[config.mk]
export PLATFORM = sky130hd
export DESIGN_NAME = grain_dispense_timer
export DESIGN_NICKNAME = d
export VERILOG_FILES = /design/src/rtl/dispenser_pkg.sv /design/src/rtl/btn_debounce.sv /design/src/rtl/grain_dispense_timer.sv
export SDC_FILE = /design/constraint.sdc
export NUM_CORES = 1
export LEC_CHECK = 0
export BUFFER_PORTS_ARGS = -buffer_cell sky130_fd_sc_hd__buf_2
export CORE_MARGIN = 2
export CORE_UTILIZATION = 35
export DETAILED_ROUTE_END_ITERATION = 8
export SKIP_LAST_GASP = 1
export SYNTH_ARGS = -nofsm -noshare
export SYNTH_HDL_FRONTEND = slang
export SYNTH_SLANG_ARGS = --single-unit
[constraint.sdc]
create_clock -name clk_50MHz -period 2.6 [get_ports clk_50MHz]
set_clock_uncertainty 0.1 [all_clocks]
set_input_delay 0.13 -clock clk_50MHz [delete_from_list [all_inputs] [get_ports clk_50MHz]]
set_output_delay 0.13 -clock clk_50MHz [all_outputs]
set_load 0.02 [all_outputs]
[src/rtl/dispenser_pkg.sv]
// Purpose : shared types and default constants for the grain dispense timer.
// Latency : n/a (types and constants only).
// Backpres: n/a.
// Contents: state_t (IDLE/DISPENSE/SETTLE encoding), tick_t (10-bit tick
//           count), default durations, settle time and debounce length.
package dispenser_pkg;

  localparam int TICK_W   = 10;
  localparam int TICK_MAX = (1 << TICK_W) - 1;

  typedef logic [TICK_W-1:0] tick_t;

  typedef enum logic [1:0] {
    ST_IDLE     = 2'b00,
    ST_DISPENSE = 2'b01,
    ST_SETTLE   = 2'b10
  } state_t;

  // Default portion durations in 100 Hz ticks (1, 2, 4 and 8 seconds).
  localparam int DEF_DUR0   = 100;
  localparam int DEF_DUR1   = 200;
  localparam int DEF_DUR2   = 400;
  localparam int DEF_DUR3   = 800;
  localparam int DEF_SETTLE = 50;
  localparam int DEF_DEB    = 3;

  // True when a parameter value is representable as a tick count.
  function automatic bit fits_tick(input int v);
    return (v >= 0) && (v <= TICK_MAX);
  endfunction

endpackage

[src/rtl/btn_debounce.sv]
// Purpose : tick-based debouncer; output follows the input only after the
//           input has disagreed with it for DEB_TICKS consecutive ticks.
// Latency : DEB_TICKS tick_i pulses after the input settles.
// Backpres: none; free-running conditioner.
// Ports   : clk_i/rst_ni (sync active-low), tick_i enable pulse,
//           din_i synchronized level, dout_o conditioned level.
// Only compiled when GRAIN_DISPENSE_DEBOUNCE_EN is defined.
`ifdef GRAIN_DISPENSE_DEBOUNCE_EN
module btn_debounce
  import dispenser_pkg::*;
#(
  parameter int DEB_TICKS = DEF_DEB
) (
  input  logic clk_i,
  input  logic rst_ni,
  input  logic tick_i,
  input  logic din_i,
  output logic dout_o
);

  localparam tick_t LIMIT = tick_t'(DEB_TICKS);

  tick_t cnt_q, cnt_d;
  logic  lvl_q, lvl_d;

  // Any clock on which the input agrees with the output breaks the run of
  // disagreeing ticks, so only a sustained change is accepted.
  always_comb begin
    cnt_d = cnt_q;
    lvl_d = lvl_q;
    if (din_i == lvl_q) begin
      cnt_d = '0;
    end else if (tick_i) begin
      if (cnt_q + 10'd1 >= LIMIT) begin
        lvl_d = din_i;
        cnt_d = '0;
      end else begin
        cnt_d = cnt_q + 10'd1;
      end
    end
  end

  always_ff @(posedge clk_i) begin
    if (!rst_ni) begin
      cnt_q <= '0;
      lvl_q <= 1'b0;
    end else begin
      cnt_q <= cnt_d;
      lvl_q <= lvl_d;
    end
  end

  assign dout_o = lvl_q;

endmodule
`endif

[src/rtl/grain_dispense_timer.sv]
// Purpose : timed grain gate controller: start opens the gate for a selected
//           number of 100 Hz ticks, then holds busy through a drain period.
// Latency : start accepted 3 clk after the raw press (2-flop sync + FSM reg);
//           stop closes the gate 3 clk after the raw press.
// Backpres: none; start requests outside IDLE are dropped, not queued.
// Ports   : clk_50MHz, rst_n (sync active-low), tick_100Hz enable pulse,
//           start_btn/stop_btn raw buttons, amount_sel portion select;
//           gate_open, busy, done (1-clk pulse), aborted, remaining ticks.
// Option  : GRAIN_DISPENSE_DEBOUNCE_EN inserts btn_debounce on both buttons.
module grain_dispense_timer
  import dispenser_pkg::*;
#(
  parameter int DUR0         = DEF_DUR0,
  parameter int DUR1         = DEF_DUR1,
  parameter int DUR2         = DEF_DUR2,
  parameter int DUR3         = DEF_DUR3,
  parameter int SETTLE_TICKS = DEF_SETTLE,
  parameter int DEB_TICKS    = DEF_DEB
) (
  input  logic       clk_50MHz,
  input  logic       rst_n,
  input  logic       tick_100Hz,
  input  logic       start_btn,
  input  logic       stop_btn,
  input  logic [1:0] amount_sel,
  output logic       gate_open,
  output logic       busy,
  output logic       done,
  output logic       aborted,
  output logic [9:0] remaining
);

  localparam bit PARAMS_OK = fits_tick(DUR0) && fits_tick(DUR1) &&
                             fits_tick(DUR2) && fits_tick(DUR3) &&
                             fits_tick(SETTLE_TICKS) &&
                             fits_tick(DEB_TICKS) && (DEB_TICKS >= 1);

  generate
    if (!PARAMS_OK) begin : g_param_check
      $error("grain_dispense_timer: parameter does not fit a 10-bit tick count");
    end
  endgenerate

  localparam tick_t DUR0_T   = tick_t'(DUR0);
  localparam tick_t DUR1_T   = tick_t'(DUR1);
  localparam tick_t DUR2_T   = tick_t'(DUR2);
  localparam tick_t DUR3_T   = tick_t'(DUR3);
  localparam tick_t SETTLE_T = tick_t'(SETTLE_TICKS);

  // ---------------------------------------------------------------- sync
  logic start_s1_q, start_s2_q, stop_s1_q, stop_s2_q;

  always_ff @(posedge clk_50MHz) begin
    if (!rst_n) begin
      start_s1_q <= 1'b0;
      start_s2_q <= 1'b0;
      stop_s1_q  <= 1'b0;
      stop_s2_q  <= 1'b0;
    end else begin
      start_s1_q <= start_btn;
      start_s2_q <= start_s1_q;
      stop_s1_q  <= stop_btn;
      stop_s2_q  <= stop_s1_q;
    end
  end

  // ----------------------------------------------------------- condition
  logic start_lvl, stop_lvl;

`ifdef GRAIN_DISPENSE_DEBOUNCE_EN
  btn_debounce #(.DEB_TICKS(DEB_TICKS)) u_deb_start (
    .clk_i  (clk_50MHz),
    .rst_ni (rst_n),
    .tick_i (tick_100Hz),
    .din_i  (start_s2_q),
    .dout_o (start_lvl)
  );

  btn_debounce #(.DEB_TICKS(DEB_TICKS)) u_deb_stop (
    .clk_i  (clk_50MHz),
    .rst_ni (rst_n),
    .tick_i (tick_100Hz),
    .din_i  (stop_s2_q),
    .dout_o (stop_lvl)
  );
`else
  assign start_lvl = start_s2_q;
  assign stop_lvl  = stop_s2_q;
`endif

  // -------------------------------------------------------- start edge
  // The synchronizer clears on reset, so a button held through reset would
  // look like a fresh 0->1 edge once the flops refill. Starts stay disarmed
  // until the button has been seen released after the pipeline has refilled.
  logic       start_prev_q, armed_q;
  logic [1:0] fill_q;
  logic       start_req;

  always_ff @(posedge clk_50MHz) begin
    if (!rst_n) begin
      start_prev_q <= 1'b0;
      armed_q      <= 1'b0;
      fill_q       <= 2'd0;
    end else begin
      start_prev_q <= start_lvl;
      if (fill_q != 2'd2) begin
        fill_q <= fill_q + 2'd1;
      end
      if ((fill_q == 2'd2) && !start_s2_q && !start_lvl) begin
        armed_q <= 1'b1;
      end
    end
  end

  assign start_req = armed_q && start_lvl && !start_prev_q;

  // ------------------------------------------------------ duration select
  tick_t dur_sel;

  always_comb begin
    dur_sel = DUR0_T;
    case (amount_sel)
      2'd0:    dur_sel = DUR0_T;
      2'd1:    dur_sel = DUR1_T;
      2'd2:    dur_sel = DUR2_T;
      2'd3:    dur_sel = DUR3_T;
      default: dur_sel = DUR0_T;
    endcase
  end

  // ------------------------------------------------------------------ FSM
  state_t state_q;
  logic   gate_q, busy_q, done_q, aborted_q;
  tick_t  rem_q;

  always_ff @(posedge clk_50MHz) begin
    if (!rst_n) begin
      state_q   <= ST_IDLE;
      gate_q    <= 1'b0;
      busy_q    <= 1'b0;
      done_q    <= 1'b0;
      aborted_q <= 1'b0;
      rem_q     <= '0;
    end else begin
      done_q <= 1'b0;
      unique case (state_q)
        ST_IDLE: begin
          // Stop held at the same time as a start edge wins and the edge is lost.
          if (start_req && !stop_lvl) begin
            aborted_q <= 1'b0;
            busy_q    <= 1'b1;
            if (dur_sel != '0) begin
              state_q <= ST_DISPENSE;
              gate_q  <= 1'b1;
              rem_q   <= dur_sel;
            end else begin
              state_q <= ST_SETTLE;
              rem_q   <= SETTLE_T;
            end
          end
        end
        ST_DISPENSE: begin
          if (stop_lvl) begin
            gate_q    <= 1'b0;
            aborted_q <= 1'b1;
            rem_q     <= SETTLE_T;
            state_q   <= ST_SETTLE;
          end else if (tick_100Hz) begin
            // <= 1 rather than == 1 keeps the count from ever wrapping.
            if (rem_q <= 10'd1) begin
              gate_q  <= 1'b0;
              rem_q   <= SETTLE_T;
              state_q <= ST_SETTLE;
            end else begin
              rem_q <= rem_q - 10'd1;
            end
          end
        end
        ST_SETTLE: begin
          if (tick_100Hz) begin
            if (rem_q <= 10'd1) begin
              done_q  <= 1'b1;
              busy_q  <= 1'b0;
              rem_q   <= '0;
              state_q <= ST_IDLE;
            end else begin
              rem_q <= rem_q - 10'd1;
            end
          end
        end
        default: begin
          state_q <= ST_IDLE;
          gate_q  <= 1'b0;
          busy_q  <= 1'b0;
          rem_q   <= '0;
        end
      endcase
    end
  end

  assign gate_open = gate_q;
  assign busy      = busy_q;
  assign done      = done_q;
  assign aborted   = aborted_q;
  assign remaining = rem_q;

endmodule

==> impl_metrics.ini <==
[cells_and_area]
nFillCells = 431
final_cells = 243
drive_gt1_frac = 0.1969
multi_input_area_um2 = 935.9
seqCellArea_um2 = 480.5
area_delta_synth_final_pct = 15.56
nets = 212
diodes = 0

[placed_design]
portBuffers = 20
gp_congestion = 0.9078
dp_cells = 237
place_hpwl_um = 2527

[power]
powerDensity_nw_per_um2 = 570.3
seqPwrFrac = 0.431
p_comb_frac = 0.228
ir_drop_uv = 381.5
clkPwrFrac = 0.342
p_sw_frac = 0.2912
leakage_nw = 0.7401
p_int_uw = 695.0
p_sw_uw = 285.5

[critical_path]
cp.required_ps = 2700
cpMaxStageDelayCell = dfxtp_1
crit_fanout = 8
cp.buffers_inverters = 1
cp-start-kind = flip-flop
crit_family = simple AND/OR/NAND/NOR gates
crit_path_end_kind = flip-flop
crit_type = flip-flop to flip-flop
path_cells = inv_1 > ha_1 > nor2_2 > nor3_4 > nor3_1 > a32oi_1 > a21oi_1
critPathMaxStageDelay_ps = 460
crit_arrival_ps = 2160

[synth]
synth_area_leaders = dfxtp_1 32%, ha_1 9.3%, nor2_1 5.0%
synth-edff-count = 0
dominantRegCellSynth = dfxtp_1
yosysUniqueCellTypes = 54
synthesis.area_um2 = 1488
synth.most_common_cell = dfxtp_1
syn_nets = 191
yosysTopAreaCell = dfxtp_1
synth_top_area_share = 0.3230
synth-seq-cells = 24
avgSynthCellArea_um2 = 8.599
ys.warnings.count = 0
yosysSeqAreaShare = 0.3230
synthArstFlopShare = 0
synth_commonest_cells = 24 x dfxtp_1, 20 x nor2_1, 13 x nand2_1
synth_cells = 173

[clocking]
clkSinkCount = 24
cts_root_buffer = clkbuf_8
hold_buffers = 2
cts_tree = yes
cts.path.max_buffers = 2
cts_setup_buffers = 0
numCtsBuffers = 3
clk_pin_slew_ps = 90
cts_resized = 0
clk_latency_ps = 270
htree_num_levels = 1

[routing]
drcViolationCount = 0
vias = 1314
viasPerCell = 5.407
wl_per_cell_um = 14.20
ant_nets = 0
drt-initial-drc-count = 129
drt-total-wl_um = 3451
firstDrtPassIters = 4

[grt]
grt.total_usage = 0.1537
grt_max_degree = 17
grt_overflow = 0
grt_pass1_vias = 1230
antenna_found_initial = 0
grt_pass1_wl_um = 6044

[sta]
fmax_mhz = 486.4
setup_viol = 0
rsz0062_at_grt = false
finalCriticalPeriod_ps = 2056
finalSetupTns_ps = 0
report.final.slew_viol_count = 0
worst_pin_slew_ps = 537.3
period_share = 0.7907
hold_viol_final = 0
timing.slew.headroom = 0.6414

[floorplanning]
die_h_um = 69.20
ioPinCount = 21
initial_utilization = 0.3666
die_w_um = 69.20
core.rowCount = 23
dieArea_um2 = 4788
core_um2 = 4058

[min_path]
hold_path.class = input port to flip-flop

[job]
cap_violations = 0

[run_status]
run_status = completed
worst paths after layout:
path / depth (start not counted) / startpoint / slack, ps / end
max reg2reg: 7 / remaining[0] / 540 / remaining[2]
min reg2reg: 1 / stop_s1_q / 340 / stop_lvl
max: 7 / remaining[0] / 540 / remaining[2]
min: 2 / rst_n / 90 / state_q[0]
routing by layer:
layer / part of all wire / global-route usage / vias to the layer above
met5: 0 / 0 / -
met4: 0.012 / 0.05011 / 0
met3: 0.053 / 0.03052 / 4
met2: 0.44 / 0.2254 / 37
met1: 0.50 / 0.2248 / 605
li1: - / - / 668
cell families (layout without fill, tap and decap cells):
family,count (synthesis),in the layout,synth area share
AOI/OAI and AO/OA,47,47,0.2338
xor gates and xnor gates,2,2,0.01178
and+or+nand+nor,68,68,0.2708
adders and majority gates,11,11,0.09251
muxes,3,3,0.02019
DFF,24,24,0.3230
buffers and inverters,18,38,0.04793
state kept, by name (all words and copies together), names as in the netlist:
signal,flops
aborted,1
state_q,2
done,1
gate_open,1
start_s1_q,1
fill_q,2
start_lvl,1
stop_s1_q,1
armed_q,1
remaining,10
stop_lvl,1
start_prev_q,1
busy,1
per-stage QoR:
step	worst slack (ps)	power, mW	cell area (µm²)	util	hold WS (ps)
after floorplan	532.3	0.5999	1488	-	157.3
after global placement	634.6	0.6489	1628	0.4012	234.5
after detailed placement	541.6	0.6515	1628	0.4012	239.7
after CTS	549.6	0.9909	1719	0.4237	86.13
after global routing	334.3	1.035	1719	0.4237	109.7
final	544.1	0.9804	1719	0.4237	90.49
cell usage in the layout, fill, tap and decap left out, types with 5 or more instances in the layout:
cell | netlist | final
a21oi_1 | 12 | 12
a31oi_1 | 5 | 5
and2_1 | 5 | 5
buf_2 | 2 | 20
dfxtp_1 | 24 | 24
ha_1 | 11 | 11
inv_1 | 10 | 10
nand2_1 | 13 | 13
nor2_1 | 20 | 20
nor3_1 | 6 | 6
area by class of cell:
| type | instances | share of cell area |
|---|---|---|
| Clock inverter | 1 | 0.01747 |
| Timing Repair Buffer | 23 | 0.07424 |
| Multi-Input combinational cell | 131 | 0.5444 |
| Sequential cell | 24 | 0.2795 |
| Tap cell | 50 | 0.03639 |
| Clock buffer | 3 | 0.02402 |
| Inverter | 11 | 0.02402 |
power groups by stage:
stage                     sequential (mW)  combinational [mW]  clock, mW
after CTS                           0.423               0.224      0.345
after global routing                0.426               0.253      0.356
after detailed placement            0.431               0.220          0
after global placement              0.430               0.218          0
final                               0.422               0.223      0.335
after floorplan                     0.434               0.166          0
Note: power is estimated with default switching activity, not from simulation.
